--- src/rtl/nubus_pkg.sv ---
// Shared NuBus slave definitions: FSM states, acknowledge status codes and
// the default memory wait limit.
package nubus_pkg;

   typedef enum logic [1:0] {StIdle, StWdat, StMem, StAck} state_e;

   // Status encodings as {tm1n, tm0n} driven during the acknowledge cycle.
   localparam logic [1:0] ST_COMPLETE = 2'b11;
   localparam logic [1:0] ST_ERROR    = 2'b10;
   localparam logic [1:0] ST_RETRY    = 2'b00;

   localparam int unsigned WAIT_LIMIT_DEFAULT = 255;

endpackage

--- src/rtl/nubus_slv_tmdecode.sv ---
// Combinational NuBus TM/AD[1:0] transfer-type decode into byte lanes,
// a write flag and a reserved-code error.
module nubus_slv_tmdecode (
   input  logic       tm1n,
   input  logic       tm0n,
   input  logic [1:0] ad_lo,
   output logic [3:0] lanes,
   output logic       write,
   output logic       dec_err
);

   always_comb begin
      lanes   = 4'b0000;
      dec_err = 1'b0;
      write   = ~tm1n;
      if (!tm0n) begin
         lanes = 4'b0001 << ad_lo;
      end else begin
         unique case (ad_lo)
            2'b00:   lanes = 4'b1111;
            2'b01:   lanes = 4'b0011;
            2'b11:   lanes = 4'b1100;
            default: dec_err = 1'b1;
         endcase
      end
   end

endmodule

--- src/rtl/nubus_slvbus.sv ---
// NuBus slave transaction engine: slot decode, one local memory access, ACK cycle.
// Define NUBUS_SUPERSLOT_EN to also respond in super-slot space (slot IDs 9..E).
module nubus_slvbus
   import nubus_pkg::*;
#(
   parameter int unsigned WAIT_LIMIT = WAIT_LIMIT_DEFAULT
) (
   input  logic        nub_clkn,
   input  logic        nub_resetn,
   input  logic        nub_startn,
   input  logic        nub_ackn_i,
   input  logic [31:0] nub_ad_i,
   input  logic        nub_tm1n_i,
   input  logic        nub_tm0n_i,
   input  logic [3:0]  slot_id,
   output logic [31:0] nub_ad_o,
   output logic        nub_ad_oe,
   output logic        nub_ackn_o,
   output logic        nub_tm1n_o,
   output logic        nub_tm0n_o,
   output logic        nub_ackoe,
   output logic        mem_valid,
   output logic [3:0]  mem_write,
   output logic [31:0] mem_addr,
   output logic [31:0] mem_wdata,
   input  logic [31:0] mem_rdata,
   input  logic        mem_ready,
   input  logic        mem_error
);

   localparam logic [7:0] LimitM1 = 8'(WAIT_LIMIT - 1);

   state_e     state_q;
   logic [7:0] cnt_q;
   logic [3:0] dec_lanes;
   logic       dec_write;
   logic       dec_err;
   logic       match;
   logic       addr_cycle;

   nubus_slv_tmdecode u_tmdecode (
      .tm1n    (nub_tm1n_i),
      .tm0n    (nub_tm0n_i),
      .ad_lo   (nub_ad_i[1:0]),
      .lanes   (dec_lanes),
      .write   (dec_write),
      .dec_err (dec_err)
   );

   always_comb begin
      match = (nub_ad_i[31:24] == {4'hF, slot_id});
`ifdef NUBUS_SUPERSLOT_EN
      if (slot_id >= 4'h9 && slot_id <= 4'hE && nub_ad_i[31:28] == slot_id) begin
         match = 1'b1;
      end
`endif
   end

   // ACK low alongside START marks an attention cycle, never an access.
   assign addr_cycle = !nub_startn && nub_ackn_i && match;

   always_ff @(posedge nub_clkn or negedge nub_resetn) begin
      if (!nub_resetn) begin
         state_q    <= StIdle;
         cnt_q      <= '0;
         mem_valid  <= 1'b0;
         mem_write  <= 4'b0000;
         mem_addr   <= '0;
         mem_wdata  <= '0;
         nub_ad_o   <= '0;
         nub_ad_oe  <= 1'b0;
         nub_ackn_o <= 1'b1;
         nub_tm1n_o <= 1'b1;
         nub_tm0n_o <= 1'b1;
         nub_ackoe  <= 1'b0;
      end else begin
         unique case (state_q)
            StIdle: begin
               if (addr_cycle) begin
                  mem_addr  <= {nub_ad_i[31:2], 2'b00};
                  mem_write <= dec_write ? dec_lanes : 4'b0000;
                  cnt_q     <= '0;
                  if (dec_err) begin
                     state_q                  <= StAck;
                     nub_ackn_o               <= 1'b0;
                     nub_ackoe                <= 1'b1;
                     {nub_tm1n_o, nub_tm0n_o} <= ST_ERROR;
                  end else if (dec_write) begin
                     state_q <= StWdat;
                  end else begin
                     state_q   <= StMem;
                     mem_valid <= 1'b1;
                  end
               end
            end
            StWdat: begin
               mem_wdata <= nub_ad_i;
               mem_valid <= 1'b1;
               state_q   <= StMem;
            end
            StMem: begin
               // Ready wins over the timeout when both land on the same edge.
               if (mem_ready) begin
                  mem_valid                <= 1'b0;
                  nub_ad_o                 <= mem_rdata;
                  nub_ad_oe                <= !mem_error && (mem_write == 4'b0000);
                  nub_ackn_o               <= 1'b0;
                  nub_ackoe                <= 1'b1;
                  {nub_tm1n_o, nub_tm0n_o} <= mem_error ? ST_ERROR : ST_COMPLETE;
                  state_q                  <= StAck;
               end else if (cnt_q == LimitM1) begin
                  mem_valid                <= 1'b0;
                  nub_ackn_o               <= 1'b0;
                  nub_ackoe                <= 1'b1;
                  {nub_tm1n_o, nub_tm0n_o} <= ST_RETRY;
                  state_q                  <= StAck;
               end else begin
                  cnt_q <= cnt_q + 8'd1;
               end
            end
            StAck: begin
               nub_ackn_o               <= 1'b1;
               nub_ackoe                <= 1'b0;
               nub_ad_oe                <= 1'b0;
               {nub_tm1n_o, nub_tm0n_o} <= ST_COMPLETE;
               state_q                  <= StIdle;
            end
            default: state_q <= StIdle;
         endcase
      end
   end

endmodule

--- config.mk ---
export PLATFORM = sky130hd
export DESIGN_NAME = nubus_slvbus
export DESIGN_NICKNAME = d
export VERILOG_FILES = /design/src/rtl/nubus_pkg.sv /design/src/rtl/nubus_slv_tmdecode.sv /design/src/rtl/nubus_slvbus.sv
export SDC_FILE = /design/constraint.sdc
export NUM_CORES = 1
export LEC_CHECK = 0
export CORE_UTILIZATION = 47
export DETAILED_ROUTE_END_ITERATION = 8
export GPL_TIMING_DRIVEN = 0
export PLACE_DENSITY = 0.88
export SETUP_SLACK_MARGIN = 0.02
export SLEW_MARGIN = 20
export SYNTH_ARGS = -nofsm -noshare
export SYNTH_HDL_FRONTEND = slang
export SYNTH_SLANG_ARGS = --single-unit
--- constraint.sdc ---
create_clock -name nub_clkn -period 3.16 [get_ports nub_clkn]
set_clock_uncertainty 0.1 [all_clocks]
set_input_delay 0.79 -clock nub_clkn [delete_from_list [all_inputs] [get_ports nub_clkn]]
set_output_delay 0.79 -clock nub_clkn [all_outputs]
set_load 0.05 [all_outputs]
==> results of run 1 <==
state kept, by name, summed over array words and instances, names as in the netlist:
name        flops
nub_tm1n_o      1
nub_ad_oe       1
nub_ackn_o      1
nub_ad_o       32
nub_ackoe       1
mem_wdata      32
mem_valid       1
mem_addr       30
nub_tm0n_o      1
mem_write       4
state_q         2
cnt_q           8
cell usage in the layout, fill, tap and decap left out, types with 2 or more instances in the layout:
cell type        instances
clkbuf_8                 6
mux2i_1                  2
clkinvlp_4               4
a21oi_1                  4
clkinv_2                 2
nand3b_1                 2
nand4_1                  4
ha_1                    10
clkbuf_1                 7
nor2_1                   8
o31ai_1                  7
nand3_1                  9
nand2b_1                10
nand2_1                 13
o21ai_0                 19
clkdlybuf4s50_1        177
dfstp_2                  3
conb_1                   2
buf_4                    2
buf_2                    3
o311ai_1                 4
buf_6                    2
dfrtp_1                111
clkbuf_16               16
xor2_1                   4
mux2_2                  90
inv_1                    8
buf_1                    4
a22o_1                   2
per-stage QoR:
stage	total power [mW]	util, %	setup slack (ps)
2_1_floorplan	4.924	-	905.3
3_3_place_gp	6.187	68.59	-3036
3_5_place_dp	6.308	68.88	-1.924
4_1_cts	8.127	74.63	419.1
5_1_grt	8.415	74.63	322.1
6_report	8.071	74.63	446.8
routing by layer:
metal  share of wire (%)  vias up  wire, um  GRT usage, %
met2                  52      145      6173         39.64
met5                   0        -         0             0
li1                    -     1626         -             -
met4                 1.6        0       194         8.462
met3                 7.8       19       925         7.797
met1                  38     1750      4527         26.20
layout make-up:
cell class,instances,area share (%)
multi-input combinational,206,24.43
inverter,8,0.4117
tap,133,2.281
clock inverter,8,1.081
timing repair buffer,179,24.82
clock buffer,22,6.621
sequential,114,39.16
buffer,18,1.201
kinds of logic after synthesis:
kind of cell,count (synthesis),synth area share (%)
fa+ha+maj,10,2.633
compound gates,44,5.951
xor+xnor,4,0.7372
other cells,1,0.07891
simple gates,54,6.267
buf+inv,26,2.475
mux,92,21.75
flops,114,60.11
how the worst max path moves through the flow:
| stage | end | slack (ps) | depth (start not counted) | from |
|---|---|---|---|---|
| floorplan | nub_tm0n_o$_DFFE_PN1P_ | 910 | 5 | slot_id[3] |
| global placement | mem_wdata[15]$_DFFE_PN0N_ | -3040 | 1 | nub_resetn |
| detailed placement | mem_addr[25]$_DFFE_PN0P_ | -2 | 7 | nub_ad_i[31] |
| CTS | nub_tm1n_o | 420 | 1 | nub_tm1n_o$_DFFE_PN1P_ |
| global route | mem_write[0]$_DFFE_PN0P_ | 320 | 7 | nub_ad_i[30] |
| finish | nub_tm1n_o | 450 | 1 | nub_tm1n_o$_DFFE_PN1P_ |
power by group:
group	total [mW]	internal, mW	switching, mW
Combinational	4.04	1.49	2.54
Sequential	2.27	1.98	0.283
Clock	1.77	1.14	0.631
Total	8.07	4.61	3.46
worst register-to-register path: stages, from the launching register on:
cell and delay [ps]:
dfrtp_1 370, inv_1 90, ha_1 250, nand2_1 250, o21ai_0 170, a21o_1 270, or2_0 240, clkbuf_2 170
o311ai_1 290
==> impl_metrics.ini, run 1 <==
[clocking]
cts_tree = yes
clk_latency_ps = 490
cts_setup_buffers = 0
cts_resized = 0
clock_sinks = 114
cts_root_buf = clkbuf_8
htree_levels = 4
cts_hold_buf = 0
cts_buffer_depth = 2
clk_pin_slew_worst_paths_ps = 60
cts_buffers = 17

[critical_path]
cp-start-kind = flip-flop
cp_top_family = buffers and inverters
cp_slowest_cell = clkdlybuf4s50_1
path_class = reg -> out
required_ps = 2270
arrival_ps = 1820
path_cells = clkdlybuf4s50_1
worstReg2RegStart = state_q[0]$_DFFE_PN0P_
crit_buf_inv = 1
r2r_cells = 8
cp-end-kind = output port
max_stage_delay_ps = 810
ff2ff_setup_slack_ps = 840
r2r-end = cnt_q[3]$_DFFE_PN0P_
cp_max_fo = 2

[floorplan]
coreArea_um2 = 9774
die_w_um = 102.6
die_area_um2 = 10520
placementRows = 36
io_pins = 182
initial_core_util_pct = 48.62
die_h_um = 102.6

[timing]
period_needed_ps = 2713
fin_hold_ws_ps = 124.6
worstMarginPinSlew_ps = 623.8
rsz0062_at_grt = false
slew_headroom_pct = 58.41
finalCritPeriodShare_pct = 85.86
finalHoldViolCount = 0
fin_setup_tns_ps = 0
max_freq_mhz = 368.6
setup_violations = 0
drv_slew = 0

[finish]
fin_nets = 630
layout-drive-gt1-share_pct = 24.32
multiInputGateArea_um2 = 1782
antenna_cells = 0
seqCellArea_um2 = 2856
finalInstanceArea_um2 = 7295
areaGrowthSynthToFinish_pct = 53.50
nFillCells = 665
layout.cells.non_filler = 688

[placed_design]
place_congestion = 0.8800
port-buffer-count = 178
dpl_cell_area_um2 = 6733
hpwlAfterDp_um = 8540
dpl.cell_count = 658

[detailed_routing]
antenna_left = 0
via_per_inst = 5.145
drtIter0Drc = 104
wl_per_cell_um = 17.18
vias = 3540
drt_wl_total_um = 11820
drc = 0
drtPass1Iterations = 4

[yosys]
synth-edff-count = 0
syn_inst = 345
async_reset_ff_share_pct = 100.0
netlist_top_cells_area = dfrtp_1 58%, mux2_2 21%, ha_1 2.6%
synth_top_area_share_pct = 58.45
synth_area_leader_cell = dfrtp_1
synthFlopType = dfrtp_1
yosys_warnings = 0
synth_seq_cells = 114
yosysUniqueCellTypes = 41
ys_seq_area_share_pct = 60.11
netlist_area_um2 = 4752
yosys-top-cells-count = 111 x dfrtp_1, 90 x mux2_2, 19 x o21ai_0
syn_avg_cell_area_um2 = 13.77
synth_most_common_cell = dfrtp_1

[min_path]
hold_path_class = in -> async

[power]
vdd_drop_max_mv = 0.6320
p_leak_nw = 3.154
power_density_nw_per_um2 = 1106

[run_status]
status = complete, no violations

[global_route]
grt_pass1_wl_um = 18140
grt_pass1_vias = 3737
grt_max_degree = 67
grtUsageTotal_pct = 22.87
overflow = 0
antenna_found_initial = 0

[run]
max-cap-violations = 0
(Power assumes the default switching activity.)
==> run 2: changes to the inputs <==
Settings changed: ABC_AREA from default to 1, CORE_UTILIZATION 47 to 48, PLACE_DENSITY 0.88 to 0.89.
==> run 2 against run 1 <==
First-iteration DRC count is 35% higher. Sequential power about the same. Flip-flop and latch count did not move. Largest cell class unchanged. Largest power group unchanged.
==> impl_metrics.ini, run 2 <==
[global_route]
grtUsageTotal_pct = 26.07
grt_pass1_vias = 4174
grt_pass1_wl_um = 20240
grt_max_degree = 62
antenna_found_initial = 0
overflow = 0

[clocking]
clock_sinks = 114
cts_buffer_depth = 2
cts_tree = yes
cts_resized = 0
cts_root_buf = clkbuf_8
htree_levels = 4
clk_latency_ps = 510
cts_buffers = 17
clk_pin_slew_worst_paths_ps = 60
cts_setup_buffers = 0
cts_hold_buf = 0

[detailed_routing]
via_per_inst = 4.978
drc = 0
drtIter0Drc = 140
drt_wl_total_um = 13040
antenna_left = 0
vias = 4057
wl_per_cell_um = 16.00
drtPass1Iterations = 4

[yosys]
yosys-top-cells-count = 111 x dfrtp_1, 85 x nand2_1, 47 x inv_1
netlist_area_um2 = 4812
synth_mux_area_share_pct = 8.424
syn_avg_cell_area_um2 = 10.26
synthFlopType = dfrtp_1
synth-xor-area-share_pct = 0.7280
async_reset_ff_share_pct = 100.0
synth_seq_cells = 114
synthAdderAreaFrac_pct = 2.600
yosys_warnings = 0
synth_most_common_cell = dfrtp_1
synth-edff-count = 0
yosysUniqueCellTypes = 36
synth_top_family_by_area = simple AND/OR/NAND/NOR gates
synth_area_leader_cell = dfrtp_1
netlist_top_cells_area = dfrtp_1 58%, mux2_2 8.4%, nand2_1 6.6%
synth_top_area_share_pct = 57.72
synth-compound-area-share_pct = 9.880
syn_inst = 469
ys_seq_area_share_pct = 59.36
synth_simple_gate_area_share_pct = 12.84

[floorplan]
coreArea_um2 = 9729
placementRows = 36
die_w_um = 102.1
die_h_um = 102.1
die_area_um2 = 10430
io_pins = 182
initial_core_util_pct = 49.46

[placed_design]
dpl_cell_area_um2 = 6803
dpl.cell_count = 783
place_congestion = 0.8100
port-buffer-count = 179
hpwlAfterDp_um = 9519

[power]
vdd_drop_max_mv = 0.6422
p_sw_share_pct = 43.57
p_clk_share_pct = 24.3
seq_power_share_pct = 27.5
power.switching_mw = 3.571
pwr-share-comb_pct = 48.2
p_leak_nw = 3.376
cellInternalPower_mw = 4.625
power_density_nw_per_um2 = 1104

[finish]
top_regs = mem_wdata (32), nub_ad_o (32), mem_addr (30)
layout-drive-gt1-share_pct = 14.52
antenna_cells = 0
nFillCells = 655
final_cell_mix = 178 x clkdlybuf4s50_1, 111 x dfrtp_1, 85 x nand2_1
layout.cells.non_filler = 815
finalInstanceArea_um2 = 7426
areaGrowthSynthToFinish_pct = 54.32
layout_commonest_cell = clkdlybuf4s50_1
fin_nets = 755

[critical_path]
cp_top_family = buffers and inverters
max_stage_delay_ps = 810
path_cells = clkdlybuf4s50_1
required_ps = 2270
cp_max_fo = 2
path_class = reg -> out
crit_buf_inv = 1
cp-end-kind = output port
cp-start-kind = flip-flop
cp_slowest_cell = clkdlybuf4s50_1
crit_path_start = nub_tm0n_o$_DFFE_PN1P_
arrival_ps = 1840
worstReg2RegStart = state_q[0]$_DFFE_PN0P_

[timing]
finalCritPeriodShare_pct = 86.46
period_needed_ps = 2732
worstMarginPinSlew_ps = 577.2
max_freq_mhz = 366.0
rsz0062_at_grt = false
finalHoldViolCount = 0
slew_headroom_pct = 61.52
drv_slew = 0
setup_violations = 0

[run_status]
status = complete, no violations

[run]
max-cap-violations = 0

[min_path]
hold_path_class = in -> async
[run 2: cell types whose count changed in the layout (fill, tap and decap cells not counted), moves of 7 or more]
cell,delta
nand2_1,+72
mux2_2,-54
inv_1,+39
nor2_1,+32
a21oi_1,+26
o21ai_0,+21
nand2b_1,-10
o31ai_1,-7
[run 2: final timing paths]
check	to	slack, ps	cells past startpoint
max	nub_tm0n_o	430	1
min	nub_ad_o[0]$_DFFE_PN0P_	160	1
max reg2reg	mem_addr[13]$_DFFE_PN0P_	1070	7
min reg2reg	mem_addr[31]$_DFFE_PN0P_	360	2
max in group asynchronous	nub_ackn_o$_DFFE_PN1P_	2100	2
min in group nub_clkn	mem_addr[31]$_DFFE_PN0P_	360	2
[run 2: per-layer routing]
layer	GRT usage [%]	vias up	part of all wire [%]
met3	10.40	16	8.4
met2	44.35	165	51
met1	28.99	1953	39
met5	0	-	0
li1	-	1923	-
met4	11.21	0	1.6
[run 2: metrics by stage]
step	setup TNS (ps)	total power [mW]	utilization [%]	worst slack (ps)	hold slack [ps]
final	0	8.196	76.32	427.7	158.6
after global routing	0	8.566	76.32	364.5	184.5
after CTS	0	8.248	76.32	401.9	164.2
after detailed placement	0	6.217	69.92	443.1	349.2
after global placement	-333490	6.084	69.62	-2970	350.2
after floorplan	0	4.830	-	1286	394.4
[run 2: final cells by class]
cell class	instances	area [um2]	share of cell area, %
Inverter	50	187.7	2.527
Tap cell	133	166.4	2.241
Clock inverter	14	205.2	2.763
Timing Repair Buffer	180	1821	24.52
Clock buffer	18	417.9	5.628
Buffer	21	105.1	1.415
Sequential cell	114	2856	38.47
Multi-Input combinational cell	285	1667	22.44
[run 2: cell families after synthesis]
family	after synthesis
compound gates	85
xor+xnor	4
fa+ha+maj	10
buf+inv	71
flops	114
mux	36
other cells	1
simple gates	148
[run 2: power groups by stage]
| stage | sequential (mW) | combinational (mW) | clock (mW) |
|---|---|---|---|
| 2_1_floorplan | 3.86 | 0.973 | 0 |
| 3_3_place_gp | 2.23 | 3.86 | 0 |
| 3_5_place_dp | 2.26 | 3.95 | 0 |
| 4_1_cts | 2.25 | 3.98 | 2.02 |
| 5_1_grt | 2.30 | 4.17 | 2.10 |
| 6_report | 2.25 | 3.95 | 1.99 |
==> run 3: changes to the inputs <==
Settings changed: CELL_PAD_IN_SITES_DETAIL_PLACEMENT from default to 0, CELL_PAD_IN_SITES_GLOBAL_PLACEMENT from default to 1, CORE_UTILIZATION 48 to 35, GPL_ROUTABILITY_DRIVEN from default to 0, PLACE_DENSITY 0.89 to 0.87.
==> run 3 against run 2 <==
Clock power is 7% higher. Critical path type unchanged. Fmax up 3.2%. Register-to-register slack about the same. Critical endpoint is now nub_tm1n_o.
==> impl_metrics.ini, run 3 (same netlist as run 2, synthesis figures left out) <==
[detailed_routing]
met1_length_um = 5599
vias = 3958
wl_per_cell_um = 14.98
maxUsedRoutingLayer = met4
antenna_left = 0
via_per_inst = 4.613
wl_met2_um = 5991
drtIter0Drc = 158
drc = 0
drt_wl_total_um = 12850
dr_wl_met3_um = 1076
drtPass1Iterations = 4

[placed_design]
dpl_cell_area_um2 = 6857
dp_slack_ps = 344.2
dpl.cell_count = 826
port-buffer-count = 179
hpwlAfterDp_um = 9446

[critical_path]
worstReg2RegStart = state_q[0]$_DFFE_PN0P_
cp_max_fo = 2
crit_path_start = nub_tm1n_o$_DFFE_PN1P_
cp-end-kind = output port
required_ps = 2270
r2r-end = mem_addr[9]$_DFFE_PN0P_
crit_buf_inv = 1
ff2ff_setup_slack_ps = 1080
r2r_cells = 7
cp-start-kind = flip-flop
crit_end = nub_tm1n_o
path_cells = clkdlybuf4s50_1
cp_top_family = buffers and inverters
cp_slowest_cell = clkdlybuf4s50_1
max_stage_delay_ps = 810
path_class = reg -> out
cp.depth = 1
arrival_ps = 1760

[finish]
finalInstanceArea_um2 = 7518
layout-drive-gt1-share_pct = 14.52
areaGrowthSynthToFinish_pct = 56.24
top_regs = mem_wdata (32), nub_ad_o (32), mem_addr (30)
utilization_pct = 56.33
layout_commonest_cell = clkdlybuf4s50_1
layout.cells.non_filler = 858
final_cell_mix = 178 x clkdlybuf4s50_1, 111 x dfrtp_1, 85 x nand2_1
antenna_cells = 0
fin_nets = 755

[timing]
drv_slew = 0
period_needed_ps = 2648
max_freq_mhz = 377.6
finalCritPeriodShare_pct = 83.81
timing.final.ws_setup_ps = 511.7
setup_violations = 0
finalHoldViolCount = 0
worstMarginPinSlew_ps = 548.4
rsz0062_at_grt = false
slew_headroom_pct = 63.33

[clocking]
cts_resized = 0
clk_pin_slew_worst_paths_ps = 60
clk_latency_ps = 410
cts_hold_buf = 0
cts_buffers = 17
cts_buffer_depth = 2
cts_setup_buffers = 0
cts_root_buf = clkbuf_16
clock_sinks = 114
cts_tree = yes
htree_levels = 4

[floorplan]
io_pins = 182
die_w_um = 119.3
coreArea_um2 = 13350
placementRows = 42
die_area_um2 = 14220
initial_core_util_pct = 36.05
die_h_um = 119.3

[run]
max-cap-violations = 0

[global_route]
grt_pass1_vias = 4076
grt_max_degree = 72
overflow = 0
antenna_found_initial = 0
grt_pass1_wl_um = 20780
grtUsageTotal_pct = 19.18

[run_status]
status = complete, no violations

[power]
p_leak_nw = 3.405
power_density_nw_per_um2 = 1104
power_mw = 8.298
vdd_drop_max_mv = 0.4988

[min_path]
hold_path_class = in -> async
==> run 3: cell type report <==
class | count | area (um2)
flip-flops and latches | 114 | 2856
clock inverters | 10 | 177.7
repair buffers | 180 | 1821
multi-input cells | 285 | 1667
plain buffers | 21 | 105.1
inverters | 50 | 187.7
clock buffers | 22 | 484.2
well taps | 176 | 220.2
fillers | 1161 | 5829
==> run 3: how the worst min path moves through the flow <==
stage | start | endpoint | slack, ps | depth (start not counted)
after detailed placement | mem_addr[29]$_DFFE_PN0P_ | mem_addr[29]$_DFFE_PN0P_ | 350 | 2
after global routing | nub_resetn | nub_ad_o[1]$_DFFE_PN0P_ | 230 | 1
after global placement | mem_addr[29]$_DFFE_PN0P_ | mem_addr[29]$_DFFE_PN0P_ | 360 | 2
final | nub_resetn | nub_ad_o[1]$_DFFE_PN0P_ | 200 | 1
after CTS | nub_resetn | nub_ad_o[1]$_DFFE_PN0P_ | 200 | 1
after floorplan | nub_resetn | cnt_q[0]$_DFFE_PN0P_ | 390 | 0
==> run 3: layer usage <==
| metal | track usage, % | vias to the layer above |
|---|---|---|
| met5 | 0 | - |
| li1 | - | 1915 |
| met2 | 30.45 | 157 |
| met3 | 7.232 | 14 |
| met1 | 23.37 | 1872 |
| met4 | 7.832 | 0 |
==> run 3: report_power, final <==
group | switching [mW] | internal [mW]
clock | 0.658 | 1.48
combinational | 2.56 | 1.36
sequential | 0.270 | 1.97
total | 3.49 | 4.81
==> run 3: metrics by stage <==
step | setup TNS, ps | hold slack, ps
2_1_floorplan | 0 | 394.4
3_3_place_gp | -347660 | 355.3
3_5_place_dp | 0 | 353.7
4_1_cts | 0 | 204.1
5_1_grt | 0 | 230.2
6_report | 0 | 202.9
